File: src/rtl/ps2_pkg.sv
// Shared types and helpers for the PS/2 receiver: FSM states, frame constants
// and the odd-parity check.
package ps2_pkg;

  localparam int unsigned PS2_DATA_BITS = 8;
  localparam int unsigned BIT_CNT_W     = $clog2(PS2_DATA_BITS);

  typedef enum logic [1:0] {
    ST_IDLE   = 2'd0,
    ST_DATA   = 2'd1,
    ST_PARITY = 2'd2,
    ST_STOP   = 2'd3
  } ps2_state_e;

  // True when data plus parity bit carry an odd number of ones.
  function automatic logic odd_parity_ok(input logic [PS2_DATA_BITS-1:0] data,
                                         input logic par);
    return ^{data, par};
  endfunction

endpackage

File: src/rtl/ps2_sync_fifo.sv
// Small scan-code FIFO; a pop in the same cycle frees room for a push when full.
module ps2_sync_fifo
  import ps2_pkg::*;
#(
  parameter int unsigned DEPTH = 4
) (
  input  logic                        clk,
  input  logic                        rst,
  input  logic                        push_i,
  input  logic [PS2_DATA_BITS-1:0]    data_i,
  input  logic                        pop_i,
  output logic [PS2_DATA_BITS-1:0]    head_c,
  output logic [$clog2(DEPTH):0]      count_o,
  output logic                        full_c,
  output logic                        empty_c
);

  localparam int unsigned AW = $clog2(DEPTH);
  localparam int unsigned CW = AW + 1;

  logic [PS2_DATA_BITS-1:0] mem_q [DEPTH];
  logic [AW-1:0]            wr_ptr_q;
  logic [AW-1:0]            rd_ptr_q;
  logic [CW-1:0]            count_q;
  logic                     do_pop;
  logic                     do_push;

  assign empty_c = (count_q == '0);
  assign full_c  = (count_q == CW'(DEPTH));
  assign do_pop  = pop_i && !empty_c;
  assign do_push = push_i && (!full_c || do_pop);

  assign head_c  = empty_c ? '0 : mem_q[rd_ptr_q];
  assign count_o = count_q;

  always_ff @(posedge clk) begin
    if (do_push) begin
      mem_q[wr_ptr_q] <= data_i;
    end
  end

  always_ff @(posedge clk) begin
    if (rst) begin
      wr_ptr_q <= '0;
      rd_ptr_q <= '0;
      count_q  <= '0;
    end else begin
      if (do_push) wr_ptr_q <= wr_ptr_q + AW'(1);
      if (do_pop)  rd_ptr_q <= rd_ptr_q + AW'(1);
      count_q <= count_q + CW'(do_push) - CW'(do_pop);
    end
  end

endmodule

File: src/rtl/ps2_receiver.sv
// PS/2 device-to-host frame receiver feeding a scan-code FIFO with sticky error flags.
// Optional mid-frame timeout is enabled by defining PS2_RX_TIMEOUT_EN.
module ps2_receiver
  import ps2_pkg::*;
#(
  parameter int unsigned FIFO_DEPTH     = 4,
  parameter int unsigned SYNC_STAGES    = 2,
  parameter int unsigned TIMEOUT_CYCLES = 20000
) (
  input  logic                          clk,
  input  logic                          rst,
  input  logic                          ps2_clk,
  input  logic                          ps2_data,
  input  logic                          clr,
  output logic [PS2_DATA_BITS-1:0]      rx_data,
  output logic                          rx_valid,
  output logic [$clog2(FIFO_DEPTH):0]   fifo_count,
  output logic                          overflow,
  output logic                          parity_err,
  output logic                          frame_err
);

  logic [SYNC_STAGES-1:0]   clk_sync_q;
  logic [SYNC_STAGES-1:0]   dat_sync_q;
  logic                     clk_prev_q;
  logic                     clk_s;
  logic                     dat_s;
  logic                     fall_c;
  logic                     clr_q;
  logic                     pop_edge_c;

  ps2_state_e               state_q;
  logic [BIT_CNT_W-1:0]     bit_cnt_q;
  logic [PS2_DATA_BITS-1:0] shreg_q;
  logic                     par_q;

  logic                     stop_fall_c;
  logic                     par_ok_c;
  logic                     push_c;
  logic                     timeout_c;
  logic                     full_c;
  logic                     empty_c;

  logic                     ovf_q;
  logic                     perr_q;
  logic                     ferr_q;

  // Pin synchronizers idle high, matching the released bus.
  always_ff @(posedge clk) begin
    if (rst) begin
      clk_sync_q <= '1;
      dat_sync_q <= '1;
      clk_prev_q <= 1'b1;
      clr_q      <= 1'b0;
    end else begin
      clk_sync_q <= {clk_sync_q[SYNC_STAGES-2:0], ps2_clk};
      dat_sync_q <= {dat_sync_q[SYNC_STAGES-2:0], ps2_data};
      clk_prev_q <= clk_s;
      clr_q      <= clr;
    end
  end

  assign clk_s      = clk_sync_q[SYNC_STAGES-1];
  assign dat_s      = dat_sync_q[SYNC_STAGES-1];
  assign fall_c     = clk_prev_q && !clk_s;
  assign pop_edge_c = clr && !clr_q;

`ifdef PS2_RX_TIMEOUT_EN
  localparam int unsigned TMO_W = $clog2(TIMEOUT_CYCLES + 1);

  logic [TMO_W-1:0] tmo_q;

  always_ff @(posedge clk) begin
    if (rst || state_q == ST_IDLE || fall_c) begin
      tmo_q <= '0;
    end else begin
      tmo_q <= tmo_q + TMO_W'(1);
    end
  end

  assign timeout_c = (state_q != ST_IDLE) && !fall_c &&
                     (tmo_q == TMO_W'(TIMEOUT_CYCLES - 1));
`else
  logic unused_tmo_c;
  assign unused_tmo_c = (TIMEOUT_CYCLES == 0);
  assign timeout_c    = 1'b0;
`endif

  // Frame FSM: advances only on synchronized PS/2 clock falling edges.
  always_ff @(posedge clk) begin
    if (rst) begin
      state_q   <= ST_IDLE;
      bit_cnt_q <= '0;
      shreg_q   <= '0;
      par_q     <= 1'b0;
    end else if (timeout_c) begin
      state_q <= ST_IDLE;
    end else if (fall_c) begin
      case (state_q)
        ST_IDLE: begin
          if (!dat_s) begin
            state_q   <= ST_DATA;
            bit_cnt_q <= '0;
          end
        end
        ST_DATA: begin
          shreg_q   <= {dat_s, shreg_q[PS2_DATA_BITS-1:1]};
          bit_cnt_q <= bit_cnt_q + BIT_CNT_W'(1);
          if (bit_cnt_q == BIT_CNT_W'(PS2_DATA_BITS - 1)) state_q <= ST_PARITY;
        end
        ST_PARITY: begin
          par_q   <= dat_s;
          state_q <= ST_STOP;
        end
        ST_STOP:  state_q <= ST_IDLE;
        default:  state_q <= ST_IDLE;
      endcase
    end
  end

  assign stop_fall_c = fall_c && (state_q == ST_STOP);
  assign par_ok_c    = odd_parity_ok(shreg_q, par_q);
  assign push_c      = stop_fall_c && dat_s && par_ok_c;

  // Sticky flags: any set in a cycle beats a clear from the pop edge.
  always_ff @(posedge clk) begin
    if (rst) begin
      ovf_q  <= 1'b0;
      perr_q <= 1'b0;
      ferr_q <= 1'b0;
    end else begin
      if (push_c && full_c && !pop_edge_c) ovf_q <= 1'b1;
      else if (pop_edge_c)                 ovf_q <= 1'b0;

      if (stop_fall_c && !par_ok_c) perr_q <= 1'b1;
      else if (pop_edge_c)          perr_q <= 1'b0;

      if ((stop_fall_c && !dat_s) || timeout_c) ferr_q <= 1'b1;
      else if (pop_edge_c)                      ferr_q <= 1'b0;
    end
  end

  ps2_sync_fifo #(
    .DEPTH (FIFO_DEPTH)
  ) u_fifo (
    .clk     (clk),
    .rst     (rst),
    .push_i  (push_c),
    .data_i  (shreg_q),
    .pop_i   (pop_edge_c),
    .head_c  (rx_data),
    .count_o (fifo_count),
    .full_c  (full_c),
    .empty_c (empty_c)
  );

  assign rx_valid   = !empty_c;
  assign overflow   = ovf_q;
  assign parity_err = perr_q;
  assign frame_err  = ferr_q;

endmodule

File: config.mk
export PLATFORM = sky130hd
export DESIGN_NAME = ps2_receiver
export DESIGN_NICKNAME = d
export VERILOG_FILES = /design/src/rtl/ps2_pkg.sv /design/src/rtl/ps2_sync_fifo.sv /design/src/rtl/ps2_receiver.sv
export SDC_FILE = /design/constraint.sdc
export NUM_CORES = 1
export LEC_CHECK = 0
export ABC_AREA = 0
export CAP_MARGIN = 10
export CORE_ASPECT_RATIO = 0.7
export CORE_MARGIN = 10
export CORE_UTILIZATION = 30
export DETAILED_ROUTE_END_ITERATION = 10
export HOLD_SLACK_MARGIN = 0.06
export PLACE_DENSITY = 0.53
export REMOVE_ABC_BUFFERS = 1
export SLEW_MARGIN = 10
export SYNTH_ARGS = -nofsm -noshare
export SYNTH_HDL_FRONTEND = slang
export SYNTH_SLANG_ARGS = --single-unit
File: constraint.sdc
create_clock -name clk -period 3.1 [get_ports clk]
set_input_delay 0.93 -clock clk [delete_from_list [all_inputs] [get_ports clk]]
set_output_delay 0.93 -clock clk [all_outputs]
set_load 0.02 [all_outputs]
==> out/qor.yml, run 1 <==
numCtsBuffers: 9
timing.final.crit_share_pct: 96.2
multi_input_area_um2: 1040
vias: 1551
clk_pin_slew_ns: 0.06
antenna_found_initial: 0
coreArea_um2: 8620
die_x_um: 133
io_buffer_count: 19
powerDensity_nw_per_um2: 729
fillers: 830
wl_per_cell_um: 13.9
combPwrFrac_pct: 18.3
crit_path_end_kind: "output pin"
post-dp-hpwl_um: 3390
post_synth.cell_area_avg_um2: 13.4
tns_ns: 0
worst_ir_drop_vdd_mv: 0.279
reg2reg_from: "u_fifo.count_o[1]"
yosysSeqAreaShare_pct: 59.3
r2r_end: "u_fifo.count_o[2]"
drtAntennaViolNets: 0
core.rowCount: 28
place_inst: 339
antenna_cells: 0
finalMaxSlewViolations: 0
layout.nets: 248
drive_above_1_share_pct: 18.3
yosysWarnings: 0
fin_cells: 355
clock_latency_ns: 0.33
cts_buffer_depth: 2
die_y_um: 99.4
layout_setup_ws_ns: 0.118
seq_power_share_pct: 37.8
crit_arrival_ns: 2.05
rsz0062_at_grt: "no"
ys_seq_elements: 64
critPathKind: "reg -> out"
skew_ns: 0.00767
worstMarginPinSlew_ns: 0.468
grt_pass1_wl_um: 8340
start_util_pct: 31.4
gr-total-overflow: 0
period_needed_ns: 2.98
startpoint_type: "register"
area_delta_synth_final_pct: 25.6
mostFrequentLayoutCells: "dfxtp_1 (32), edfxtp_1 (32), nor2_1 (21), clkdlybuf4s50_1 (16), ha_1 (12)"
io-pin-count: 20
cts_tree: "built"
maxCapViolCount: 0
drt-initial-drc-count: 115
switching_power_uw: 629
seq_area_um2: 1600
r2r_cells: 9
routed_wl_um: 4940
hold_buffers: 0
synth.distinct_cells: 37
crit_fanout: 8
worstPathRequired_ns: 2.17
max_stage_delay_ns: 0.53
hold_viol_final: 0
p_int_mw: 1.84
leakagePower_nw: 1.33
dr.pass1.iters: 4
first_global_vias: 1615
switching_share_pct: 25.4
htreeDepth: 3
timing.hold.ws_ns: 0.406
grt_max_degree: 15
r2r_slack_ns: 0.58
crit_slowest_cell: "clkdlybuf4s50_1"
crit_path_end: "rx_data[4]"
synthCells: 201
cts.sinks: 64
setup-violations-final: 0
fmax_ghz: 0.335
route.detailed.drc: 0
status: "finished, final reports clean"
cp_cell_sequence: "buf_4, mux4_2, and2_1, clkdlybuf4s50_1"
relSlewSlack_pct: 68.7
avgViaCountPerCell: 4.37
power.share.clock_pct: 43.9
grtUsageTotal_pct: 8.04
dpl_worst_slack_ns: 0.00753
hold_class: "reg -> reg"
die_area_um2: 13300
place_congestion: 0.710
cts-root-buf: "clkbuf_16"
synth_area_um2: 2700
==> what timing repair did <==
item | in CTS | in global routing
gates resized for setup | 0 | 3
endpoints found under the setup margin | 0 | 3
endpoints found under the hold margin | 0 | 0
buffers inserted | 0 | 0
==> stage by stage <==
step | util [%] | power (mW) | area, um2
final | 39.4 | 2.47 | 3390
after global routing | 39.4 | 2.59 | 3390
after CTS | 39.3 | 2.51 | 3390
after detailed placement | 35.5 | 1.42 | 3060
after global placement | 35.5 | 1.41 | 3060
after floorplan | - | 1.21 | 2680
==> flip-flops by register name, summed over array words and instances (netlist names), 3 cells and up, named ones only <==
signal / cells
bit_cnt_q: 3
u_fifo.mem_q: 32
shreg_q: 8
u_fifo.count_o: 3
==> logic make-up after synthesis <==
family / synth area share [%]
AO/OA/AOI/OAI: 3.29
XOR/XNOR: 4.31
flip-flops: 59.3
buffers and inverters: 2.27
adder cells (fa/ha/maj): 6.30
multiplexers: 11.8
AND/OR/NAND/NOR: 12.8
==> area by class of cell <==
cell class	instances	area share (%)
Tap cell	120	4.42
Multi-Input combinational cell	121	30.6
Timing Repair Buffer	25	7.15
Sequential cell	64	47.2
Clock buffer	9	6.64
Clock inverter	7	2.95
Inverter	9	0.996
==> cells in the mapped netlist <==
| library cell | instances | share of area (%) |
|---|---|---|
| a32o_1 | 1 | 0.37 |
| buf_2 | 1 | 0.19 |
| mux2i_1 | 10 | 3.7 |
| xnor3_2 | 1 | 0.88 |
| dfxtp_1 | 32 | 24 |
| mux2i_4 | 1 | 0.83 |
| clkbuf_1 | 6 | 0.83 |
| a21oi_1 | 3 | 0.56 |
| and2_1 | 10 | 2.3 |
| xor2_1 | 2 | 0.65 |
| or2_2 | 5 | 1.2 |
| a32oi_1 | 2 | 0.65 |
| or3b_2 | 1 | 0.32 |
| inv_1 | 9 | 1.2 |
| mux2_4 | 1 | 0.56 |
| nand2_1 | 10 | 1.4 |
| nand3b_1 | 1 | 0.28 |
| nand2b_1 | 2 | 0.46 |
| nand4b_1 | 1 | 0.32 |
| ha_1 | 12 | 5.6 |
| o21bai_1 | 1 | 0.28 |
| and2_2 | 4 | 1.1 |
| and4b_1 | 1 | 0.37 |
| mux4_2 | 8 | 6.7 |
| fa_1 | 1 | 0.74 |
| a311o_1 | 1 | 0.37 |
| nor2b_1 | 5 | 1.2 |
| edfxtp_1 | 32 | 36 |
| nand4_1 | 1 | 0.23 |
| or3_1 | 1 | 0.23 |
| a2bb2oi_1 | 1 | 0.32 |
| o211ai_1 | 2 | 0.56 |
| o21ai_0 | 1 | 0.19 |
| nor2_1 | 21 | 2.9 |
| xnor2_1 | 6 | 1.9 |
| nand3_1 | 3 | 0.56 |
| xnor3_1 | 1 | 0.83 |
==> per-layer routing <==
metal	GRT usage, %	vias up	share of wire [%]
li1	-	770	-
met1	10.5	734	52
met2	10.9	38	39
met3	3.92	9	6.8
met4	3.50	0	1.6
met5	0	-	0
==> worst min-delay path by stage <==
stage / to / slack (ns) / cells past startpoint / startpoint
2_1_floorplan: clk_sync_q[1] / 0.39 / 1 / clk_sync_q[0]
3_3_place_gp: dat_sync_q[1] / 0.39 / 1 / dat_sync_q[0]
3_5_place_dp: clk_sync_q[1] / 0.39 / 1 / clk_sync_q[0]
4_1_cts: clk_sync_q[1] / 0.41 / 1 / clk_sync_q[0]
5_1_grt: clk_sync_q[1] / 0.43 / 1 / clk_sync_q[0]
6_report: clk_sync_q[1] / 0.41 / 1 / clk_sync_q[0]
==> critical path: cells and delay by family (launching register included) <==
kind | cells | cell delay, ns
flip-flops | 1 | 0.30
multiplexers | 1 | 0.52
AND/OR/NAND/NOR | 1 | 0.17
buffers and inverters | 2 | 0.74
==> power by group through the flow <==
stage	combinational (mW)	sequential (mW)	clock, mW
after global routing	0.493	0.938	1.16
after global placement	0.459	0.952	0
after CTS	0.467	0.934	1.11
final	0.453	0.935	1.09
after floorplan	0.240	0.972	0
after detailed placement	0.466	0.951	0
(Power assumes the default switching activity.)
==> run 2, diff against run 1 <==
CAP_MARGIN = 0   (was 10)
==> results of run 2 <==
Same layout as run 1: the final DEF is identical, and so are final timing and power.
==> run 3, diff against run 2 <==
CORE_UTILIZATION = 45   (was 30)
PLACE_DENSITY = 0.71   (was 0.53)
==> out/qor.yml, run 3 (same netlist as run 1, synthesis figures left out) <==
status: "finished, final reports clean"
cts.sinks: 64  # unchanged
critPathKind: "reg -> out"
area_delta_synth_final_pct: 19.0
place_inst: 294  # -13%
startpoint_type: "register"
timing.hold.ws_ns: 0.416  # +0.00966 ns
dpl_worst_slack_ns: -0.0127  # -0.0202 ns
start_util_pct: 46.7  # +15 points
cts-root-buf: "clkbuf_8"
first_global_vias: 1518  # -6.0%
cts_tree: "built"
layout.nets: 248  # unchanged
clk_pin_slew_ns: 0.07  # about the same
routed_wl_um: 4440  # -10%
vias: 1529  # -1.4%
layout_setup_ws_ns: 0.108  # -0.00923 ns
finalMaxSlewViolations: 0  # unchanged
worstMarginPinSlew_ns: 0.473  # +0.00445 ns
core.rowCount: 23  # -18%
reg_top3: "u_fifo.mem_q x32, shreg_q x8"
hold_viol_final: 0  # unchanged
skew_ns: 0.00760  # -0.0000676 ns
timing.final.crit_share_pct: 96.5  # +0.30 points
place_congestion: 0.779  # +9.7%
wl_per_cell_um: 14.3  # +2.9%
clock_latency_ns: 0.34  # about the same
antenna_cells: 0  # unchanged
fin_cells: 310  # -13%
cts_buffer_depth: 2  # unchanged
dr.pass1.iters: 5  # +1
mostFrequentLayoutCells: "dfxtp_1 (32), edfxtp_1 (32), nor2_1 (21), ha_1 (12), clkdlybuf4s50_1 (12)"
drtAntennaViolNets: 0  # unchanged
relSlewSlack_pct: 68.4  # -0.30 points
post-dp-hpwl_um: 3040  # -10%
worst_ir_drop_vdd_mv: 0.498  # +78%
htreeDepth: 3  # unchanged
crit_fanout: 8  # unchanged
coreArea_um2: 5780  # -33%
largest_reg_flops: 32  # unchanged
die_y_um: 84.8  # -15%
rsz0062_at_grt: "no"
crit_arrival_ns: 2.06  # about the same
worstPathRequired_ns: 2.17  # about the same
fmax_ghz: 0.334  # -0.31%
numCtsBuffers: 9  # unchanged
maxCapViolCount: 0  # unchanged
gr-total-overflow: 0  # unchanged
crit_path_end_kind: "output pin"
hold_class: "reg -> reg"
avgViaCountPerCell: 4.93  # +13%
top_register: "u_fifo.mem_q"
drive_above_1_share_pct: 18.3  # unchanged
io_buffer_count: 19  # unchanged
antenna_found_initial: 0  # unchanged
io-pin-count: 20  # unchanged
leakagePower_nw: 1.34  # +0.69%
die_x_um: 113  # -16%
grtUsageTotal_pct: 10.2  # +2.1 points
powerDensity_nw_per_um2: 643  # -12%
setup-violations-final: 0  # unchanged
postCtsSetupBuffers: 0  # unchanged
drt-initial-drc-count: 57  # -50%
grt_pass1_wl_um: 7650  # -8.3%
report.power.total_mw: 2.07  # -16%
period_needed_ns: 2.99  # +0.00923 ns
grt_max_degree: 15  # unchanged
die_area_um2: 9560  # -28%
route.detailed.drc: 0  # unchanged
## run 3: cell types whose count changed in the layout (fill, tap and decap cells not counted)
cell             before  now
clkbuf_8              0    9
clkinv_2              0    3
clkdlybuf4s50_1      16   12
inv_6                 3    1
clkinvlp_2            1    0
bufinv_16             2    1
clkinv_4              1    2
clkbuf_16             9    0
dlymetal6s2s_1        3    7
## run 3: timing repair
item	CTS	global route
resized for setup	0	7
endpoints found under the hold margin	0	0
endpoints found under the setup margin	0	7
hold buffers	0	0
## run 3: metrics by stage
step | area [um2] | utilization (%) | setup TNS, ns
final | 3220 | 55.6 | 0
after global routing | 3220 | 55.6 | 0
after CTS | 3200 | 55.3 | 0
after detailed placement | 3000 | 51.9 | -0.0127
after global placement | 3000 | 51.9 | 0
after floorplan | 2680 | - | 0
## run 3: path summary, 6_finish.rpt
kind,start,endpoint,slack (ns),cells after the start
max,register,rx_data[7],0.11,4
min,clk_sync_q[0],clk_sync_q[1],0.42,1
max reg2reg,u_fifo.count_o[1],u_fifo.count_o[2],0.58,9
min reg2reg,clk_sync_q[0],clk_sync_q[1],0.42,1
## run 3: cell type report
| cell class | instances | area, um2 |
|---|---|---|
| flip-flops and latches | 64 | 1600 |
| clock inverters | 7 | 71.3 |
| well taps | 75 | 93.8 |
| clock buffers | 9 | 124 |
| multi-input cells | 121 | 1040 |
| fillers | 477 | 2570 |
| repair buffers | 25 | 253 |
| inverters | 9 | 33.8 |
## run 3: power breakdown
part	switching (mW)	internal, mW
clock	0.320	0.372
combinational	0.220	0.224
sequential	0.0260	0.905
## run 3: critical path: stages, from the launching register on
cell             delay, ns
dfxtp_1               0.31
buf_4                 0.21
mux4_2                0.51
and2_1                0.17
clkdlybuf4s50_1       0.53
## run 3: layer usage
| metal | track usage (%) | routed length [um] | up-vias |
|---|---|---|---|
| li1 | - | - | 765 |
| met1 | 12.9 | 2190 | 730 |
| met2 | 13.8 | 1910 | 30 |
| met3 | 5.98 | 322 | 4 |
| met4 | 3.79 | 24 | 0 |
| met5 | 0 | 0 | - |
